===== src/rtl/collide_pkg.sv =====
// Shared collision types and constants: coordinate width, FSM state
// encoding, hit-count width and the radius-squared width helper.
package collide_pkg;

   localparam int CW       = 10;
   localparam int HITCNT_W = 4;

   typedef enum logic [2:0] {
      ST_IDLE  = 3'd0,
      ST_LATCH = 3'd1,
      ST_SCAN  = 3'd2,
      ST_DRAIN = 3'd3,
      ST_DONE  = 3'd4
   } state_t;

   // radius is unsigned cw bits, so its square never needs more than 2*cw.
   function automatic int r2_width(input int cw);
      return 2 * cw;
   endfunction

endpackage


===== src/rtl/hit_check.sv =====
// Two-stage projectile/player distance check. Stage 1 squares the deltas
// and the radius; stage 2 compares the full-width sum against radius^2.
// Pair indices travel alongside so the accumulator knows where to credit.
module hit_check #(
   parameter int CW  = 10,
   parameter int PIW = 3,
   parameter int PLW = 1
) (
   input  logic           clk,
   input  logic           reset,
   input  logic           in_valid,
   input  logic [CW-1:0]  in_x,
   input  logic [CW-1:0]  in_y,
   input  logic [CW-1:0]  in_px,
   input  logic [CW-1:0]  in_py,
   input  logic [CW-1:0]  in_radius,
   input  logic [PIW-1:0] in_pi,
   input  logic [PLW-1:0] in_pj,
   output logic           hit,
   output logic [PIW-1:0] hit_pi,
   output logic [PLW-1:0] hit_pj
);
   import collide_pkg::*;

   localparam int R2W  = r2_width(CW);
   localparam int SQW  = 2 * CW + 2;
   localparam int SUMW = 2 * CW + 3;

   logic signed [CW:0]    dx, dy;
   logic signed [SQW-1:0] dxe, dye, dx2_c, dy2_c;
   logic [R2W-1:0]        rext, r2_c;

   logic                  s1_vld;
   logic [SQW-1:0]        s1_dx2, s1_dy2;
   logic [R2W-1:0]        s1_r2;
   logic [PIW-1:0]        s1_pi;
   logic [PLW-1:0]        s1_pj;
   logic [SUMW-1:0]       sum;

   // Signed deltas are extended before squaring so no bit of the product is lost.
   always_comb begin
      dx    = $signed({1'b0, in_x}) - $signed({1'b0, in_px});
      dy    = $signed({1'b0, in_y}) - $signed({1'b0, in_py});
      dxe   = {{(SQW-CW-1){dx[CW]}}, dx};
      dye   = {{(SQW-CW-1){dy[CW]}}, dy};
      dx2_c = dxe * dxe;
      dy2_c = dye * dye;
      rext  = {{(R2W-CW){1'b0}}, in_radius};
      r2_c  = rext * rext;
      sum   = {1'b0, s1_dx2} + {1'b0, s1_dy2};
   end

   // Stage 1: squares, radius^2, valid and indices.
   always_ff @(posedge clk) begin
      if (reset) begin
         s1_vld <= 1'b0;
      end else begin
         s1_vld <= in_valid;
      end
      s1_dx2 <= $unsigned(dx2_c);
      s1_dy2 <= $unsigned(dy2_c);
      s1_r2  <= r2_c;
      s1_pi  <= in_pi;
      s1_pj  <= in_pj;
   end

   // Stage 2: inclusive compare, qualified by the pair's valid bit.
   always_ff @(posedge clk) begin
      if (reset) begin
         hit <= 1'b0;
      end else begin
         hit <= s1_vld && (sum <= {{(SUMW-R2W){1'b0}}, s1_r2});
      end
      hit_pi <= s1_pi;
      hit_pj <= s1_pj;
   end

endmodule


===== src/rtl/collision_scheduler.sv =====
// Per-frame projectile vs player collision scan. Snapshots object state on
// frame_start, walks every (projectile, player) pair through one shared
// hit_check pipeline, and publishes a hit mask and per-player hit counts.
module collision_scheduler #(
   parameter int N_PROJ   = 8,
   parameter int N_PLAYER = 2,
   parameter int CW       = collide_pkg::CW
) (
   input  logic                   clk,
   input  logic                   reset,
   input  logic                   frame_start,
   input  logic [N_PROJ*CW-1:0]   proj_x,
   input  logic [N_PROJ*CW-1:0]   proj_y,
   input  logic [N_PROJ-1:0]      proj_active,
   input  logic [N_PLAYER*CW-1:0] player_x,
   input  logic [N_PLAYER*CW-1:0] player_y,
   input  logic [CW-1:0]          radius,
   output logic                   busy,
   output logic                   done,
   output logic [N_PROJ-1:0]      hit_mask,
   output logic [N_PLAYER*4-1:0]  player_hits,
   output logic                   overrun
);
   import collide_pkg::*;

   localparam int PIW = (N_PROJ   > 1) ? $clog2(N_PROJ)   : 1;
   localparam int PLW = (N_PLAYER > 1) ? $clog2(N_PLAYER) : 1;

   state_t                              state;
   logic [PIW-1:0]                      pi;
   logic [PLW-1:0]                      pj;
   logic                                dcnt;

   logic [N_PROJ*CW-1:0]                px_q, py_q;
   logic [N_PROJ-1:0]                   act_q;
   logic [N_PLAYER*CW-1:0]              qx_q, qy_q;
   logic [CW-1:0]                       r_q;

   logic                                iss_valid;
   logic                                hc_hit;
   logic [PIW-1:0]                      hc_pi;
   logic [PLW-1:0]                      hc_pj;

   logic [N_PROJ-1:0]                   acc_mask, mask_nxt;
   logic [N_PLAYER-1:0][HITCNT_W-1:0]   acc_cnt, cnt_nxt, hits_q;

   assign busy        = (state != ST_IDLE);
   assign iss_valid   = (state == ST_SCAN) && act_q[pi];
   assign player_hits = hits_q;

   hit_check #(.CW(CW), .PIW(PIW), .PLW(PLW)) u_hit_check (
      .clk       (clk),
      .reset     (reset),
      .in_valid  (iss_valid),
      .in_x      (px_q[pi*CW +: CW]),
      .in_y      (py_q[pi*CW +: CW]),
      .in_px     (qx_q[pj*CW +: CW]),
      .in_py     (qy_q[pj*CW +: CW]),
      .in_radius (r_q),
      .in_pi     (pi),
      .in_pj     (pj),
      .hit       (hc_hit),
      .hit_pi    (hc_pi),
      .hit_pj    (hc_pj)
   );

   // Fold the pipeline's current result into the working mask and counts.
   always_comb begin
      mask_nxt = acc_mask;
      cnt_nxt  = acc_cnt;
      if (hc_hit) begin
         mask_nxt[hc_pi] = 1'b1;
         if (cnt_nxt[hc_pj] != {HITCNT_W{1'b1}})
            cnt_nxt[hc_pj] = cnt_nxt[hc_pj] + HITCNT_W'(1);
      end
   end

   // Working accumulators: cleared at snapshot time, otherwise track next value.
   always_ff @(posedge clk) begin
      if (reset || state == ST_LATCH) begin
         acc_mask <= '0;
         acc_cnt  <= '0;
      end else begin
         acc_mask <= mask_nxt;
         acc_cnt  <= cnt_nxt;
      end
   end

   // Snapshot of object state; only the LATCH cycle loads it.
   always_ff @(posedge clk) begin
      if (state == ST_LATCH) begin
         px_q  <= proj_x;
         py_q  <= proj_y;
         act_q <= proj_active;
         qx_q  <= player_x;
         qy_q  <= player_y;
         r_q   <= radius;
      end
   end

   // Scan FSM, pair counters, result publication and overrun flag.
   always_ff @(posedge clk) begin
      if (reset) begin
         state    <= ST_IDLE;
         pi       <= '0;
         pj       <= '0;
         dcnt     <= 1'b0;
         done     <= 1'b0;
         overrun  <= 1'b0;
         hit_mask <= '0;
         hits_q   <= '0;
      end else begin
         done <= 1'b0;
         if (frame_start && state != ST_IDLE)
            overrun <= 1'b1;
         case (state)
            ST_IDLE: begin
               if (frame_start)
                  state <= ST_LATCH;
            end
            ST_LATCH: begin
               pi    <= '0;
               pj    <= '0;
               state <= ST_SCAN;
            end
            ST_SCAN: begin
               if (pj == PLW'(N_PLAYER - 1)) begin
                  pj <= '0;
                  if (pi == PIW'(N_PROJ - 1)) begin
                     dcnt  <= 1'b0;
                     state <= ST_DRAIN;
                  end else begin
                     pi <= pi + PIW'(1);
                  end
               end else begin
                  pj <= pj + PLW'(1);
               end
            end
            ST_DRAIN: begin
               // The final pair's result is in hit_check's output now, so
               // publish the next-value to make it visible alongside done.
               if (dcnt) begin
                  state    <= ST_DONE;
                  done     <= 1'b1;
                  hit_mask <= mask_nxt;
                  hits_q   <= cnt_nxt;
               end else begin
                  dcnt <= 1'b1;
               end
            end
            ST_DONE: begin
               state <= ST_IDLE;
            end
            default: state <= ST_IDLE;
         endcase
      end
   end

endmodule

===== config.mk =====
export PLATFORM = sky130hd
export DESIGN_NAME = collision_scheduler
export DESIGN_NICKNAME = d
export VERILOG_FILES = /design/src/rtl/collide_pkg.sv /design/src/rtl/hit_check.sv /design/src/rtl/collision_scheduler.sv
export SDC_FILE = /design/constraint.sdc
export NUM_CORES = 1
export LEC_CHECK = 0
export ABC_AREA = 0
export BUFFER_PORTS_ARGS = -buffer_cell sky130_fd_sc_hd__buf_2
export CAP_MARGIN = 20
export CELL_PAD_IN_SITES_DETAIL_PLACEMENT = 1
export CELL_PAD_IN_SITES_GLOBAL_PLACEMENT = 2
export CORE_MARGIN = 4
export CORE_UTILIZATION = 44
export CTS_CLUSTER_DIAMETER = 40
export CTS_CLUSTER_SIZE = 8
export DETAILED_ROUTE_END_ITERATION = 6
export MAX_ROUTING_LAYER = met4
export PLACE_DENSITY_LB_ADDON = 0.25
export SLEW_MARGIN = 10
export SYNTH_ARGS = -nofsm -noshare
export SYNTH_HDL_FRONTEND = slang
export SYNTH_SLANG_ARGS = --single-unit

===== constraint.sdc =====
create_clock -name clk -period 53.3 [get_ports clk]
set_input_delay 2.665 -clock clk [delete_from_list [all_inputs] [get_ports clk]]
set_output_delay 2.665 -clock clk [all_outputs]
set_load 0.02 [all_outputs]

==> summary.log <==
[status] status finished clean
[global_route] largest net degree at the start of global routing 84
[routing] drt pass-1 iters 5
[worst_setup_path] capture point of the critical path u_hit_check.s1_dy2[21]
[worst_setup_path] critical path capture point type flop
[yosys] flip-flop cell with the highest count after synthesis sky130_fd_sc_hd__edfxtp_1
[yosys] Synth Register Bits 331
[global_route] total routing resource utilization after global routing 21.2%
[clock_network] clock tree from TritonCTS done
[routing] DRC 0
[yosys] most common library cells after synthesis sky130_fd_sc_hd__inv_1, sky130_fd_sc_hd__fa_1, sky130_fd_sc_hd__edfxtp_1
[clock_network] CTS Buf Count 57
[cells_and_area] final non-filler cell area 27900 um^2
[timing] measured slew at the worst slew-check pin 1020 ps
[floorplan] DIE HEIGHT 242 um
[yosys] cell types occupying the most area after synthesis sky130_fd_sc_hd__edfxtp_1, sky130_fd_sc_hd__fa_1, sky130_fd_sc_hd__ha_1, sky130_fd_sc_hd__dfxtp_1, sky130_fd_sc_hd__inv_1
[worst_setup_path] start-to-end type of the worst setup path reg -> reg
[timing] final critical delay including setup and external delays 8710 ps
[floorplan] Die Outline Area 58400 um^2
[yosys] proportion of netlist area held by the largest area contributor 27.2%
[worst_setup_path] timing startpoint of the critical path pi[0]
[yosys] count of distinct cell types in the synthesized netlist 72
[cells_and_area] layout cells sized above 1 17.3%
[routing] DRC violation total after the first TritonRoute iteration 592
[routing] WL/cell 19.4 um
[clock_network] number of H-tree branching levels 2
[yosys] share of synthesized registers carrying an async set or reset 0%
[floorplan] floorplan row count 85
[timing] Hold Fails Final Rpt 0
[worst_setup_path] Reg2Reg Capture Point u_hit_check.s1_dy2[21]
[placed_design] Post-DP HPWL 48.2 mm
[timing] headroom to the max-slew limit 32.2%
[timing] RSZ-0062 raised after global routing false
[cells_and_area] number of filler cells placed in the layout 5665
[yosys] synthesized area 24000 um^2
[hold_path] Hold Startpoint u_hit_check.s1_pj
[placed_design] standard cell area after detailed placement 26000 um^2
[timing] worst clock skew 38.0 ps
[routing] number of routed nets with antenna violations 0
[global_route] initial antenna violation count 10
[global_route] Overflow after GRT 0
[worst_setup_path] Worst EP required 53810 ps
[yosys] library cell with the largest summed area after synthesis sky130_fd_sc_hd__edfxtp_1
[timing] Setup TNS Final 0 ps
[yosys] mean area per synthesized cell 11.5 um^2
[routing] count of vias placed by the detailed router 15807
[worst_setup_path] reg-to-reg setup timing slack 44590 ps
[routing] detailed-route vias per instance 5.10
[hold_path] worst hold path class reg -> reg
[worst_setup_path] kind of start point of the critical path flop
[timing] Fmax achieved 0.115 GHz
[worst_setup_path] depth of the worst register-to-register path 26
[yosys] count of flip-flops with a built-in enable after synthesis 218
[routing] final wirelength 60.1 mm
[placed_design] routability cong. 0.857
[clock_network] post-CTS repair timing setup buffer count 0
[timing] final period utilization 16.3%
[clock_network] maximum count of clock buffers along a single path 3
[timing] Final setup violation count 0
[worst_setup_path] largest fanout of any net on the critical path 46
[worst_setup_path] beginning of the worst register-to-register path pi[0]
[floorplan] number of top-level design ports 240
[floorplan] area of the core 53900 um^2
[timing] count of pins over their slew limit 0
[floorplan] Initial Utilization 44.6%
[yosys] part of the Yosys area used for sequential elements 36.6%
[yosys] gate count of the mapped netlist 2096
[global_route] via count of the first global-routing pass 17945
[placed_design] port bufs 239
[global_route] wire length of the first global-routing pass 96.0 mm
[cells_and_area] area added between synthesis and finish 15.9%
[clock_network] worst skew pair latency 630 ps
[flow_run] max-cap check violation count 0
[yosys] Warnings, synthesis 0
[floorplan] floorplan die width 242 um
[clock_network] CTS-repair resized insts 0
[cells_and_area] number of nets at the end of the flow 3033
[yosys] Synthesized Nets 2772
[clock_network] CTS root buf sky130_fd_sc_hd__clkbuf_16
[yosys] most common cell in the synthesized netlist sky130_fd_sc_hd__inv_1
[clock_network] number of buffers added to fix hold violations after cts 0
[clock_network] number of clock sinks 331
[clock_network] clock input transition at the sequential cells of the worst setup and hold paths 50 ps
[worst_setup_path] arrival time of the worst setup path 9220 ps
how the worst min path moves through the flow:
| stage | to | cells past startpoint |
|---|---|---|
| after floorplan | u_hit_check.hit_pi[0] | 0 |
| after global placement | u_hit_check.hit_pi[2] | 0 |
| after detailed placement | u_hit_check.hit_pj | 0 |
| after CTS | u_hit_check.hit_pj | 0 |
| after global routing | u_hit_check.hit_pj | 0 |
| final | u_hit_check.hit_pj | 0 |
area by class of cell:
type | count | area, um^2 | share of cell area [%]
multi-input combinational | 1312 | 13500 | 48.6
sequential | 331 | 8810 | 31.6
inverter | 407 | 1530 | 5.48
clock buffer | 74 | 1520 | 5.46
timing repair buffer | 248 | 1260 | 4.54
tap | 696 | 871 | 3.13
clock inverter | 22 | 292 | 1.05
antenna | 11 | 27.5 | 0.0988
flip-flops by register name, summed over array words and instances, names as in the netlist, 3 cells and up:
register / flops
px_q: 80
py_q: 80
u_hit_check.s1_dx2: 21
u_hit_check.s1_dy2: 21
qx_q: 20
qy_q: 20
u_hit_check.s1_r2: 19
r_q: 10
acc_cnt: 8
acc_mask: 8
act_q: 8
hit_mask: 8
player_hits: 8
pi: 3
state: 3
u_hit_check.hit_pi: 3
u_hit_check.s1_pi: 3
metrics by stage:
step | util [%] | worst slack [ps] | std cells | hold WS [ps]
after floorplan | - | 34610 | 2096 | 310
after global placement | 48.2 | 44780 | 2994 | 311
after detailed placement | 48.2 | 44510 | 2994 | 313
after CTS | 51.6 | 44450 | 3090 | 325
after global routing | 51.7 | 43950 | 3100 | 333
final | 51.7 | 44590 | 3101 | 325
logic make-up (layout without fill, tap and decap cells):
family | count (synthesis) | count (layout) | synth area share, %
simple gates | 405 | 405 | 7.74
flops | 331 | 331 | 36.6
compound gates | 249 | 249 | 6.90
buf+inv | 453 | 751 | 7.10
other cells | 0 | 11 | 0
fa+ha+maj | 455 | 455 | 31.5
xor+xnor | 112 | 112 | 4.08
mux | 91 | 91 | 6.08
cells in the final DEF (no fill, tap or decap), drive strengths merged, types with 81 or more instances in the layout:
cell    instances
nand2         107
nor2          162
xnor2          81
fa            249
ha            206
edfxtp        218
inv           407
buf           248
dfxtp         113
per-layer routing:
layer	up-vias	wire length [um]	share of wire (%)	GRT usage, %
met4	0	1020	1.7	4.58
met1	7986	25000	42	25.4
met2	294	31500	53	37.5
li1	7475	-	-	-
met5	-	0	0	-
met3	52	2470	4.1	4.24
critical path, cell delays in order, from the launching register on:
cell,delay [ps]
sky130_fd_sc_hd__dfxtp_4,920
sky130_fd_sc_hd__mux4_2,600
sky130_fd_sc_hd__mux2_2,290
sky130_fd_sc_hd__ha_1,330
sky130_fd_sc_hd__nor2b_1,150
sky130_fd_sc_hd__o21ai_1,170
sky130_fd_sc_hd__a21oi_1,120
sky130_fd_sc_hd__o41a_1,350
sky130_fd_sc_hd__xnor2_1,500
sky130_fd_sc_hd__inv_1,300
sky130_fd_sc_hd__nor2_1,280
sky130_fd_sc_hd__fa_1,480
sky130_fd_sc_hd__fa_1,510
sky130_fd_sc_hd__fa_1,430
sky130_fd_sc_hd__fa_1,530
sky130_fd_sc_hd__inv_1,60
sky130_fd_sc_hd__fa_1,520
sky130_fd_sc_hd__inv_1,40
sky130_fd_sc_hd__ha_1,360
sky130_fd_sc_hd__a21o_1,180
sky130_fd_sc_hd__a21o_1,190
sky130_fd_sc_hd__a21oi_1,240
sky130_fd_sc_hd__o21a_1,200
sky130_fd_sc_hd__o21ai_1,140
sky130_fd_sc_hd__a41o_1,290
sky130_fd_sc_hd__a21o_1,180
sky130_fd_sc_hd__a22oi_1,190
Power is left out: the tool's default activity adds up to more than one toggle a clock period on the data nets, which glitch-free logic cannot reach.
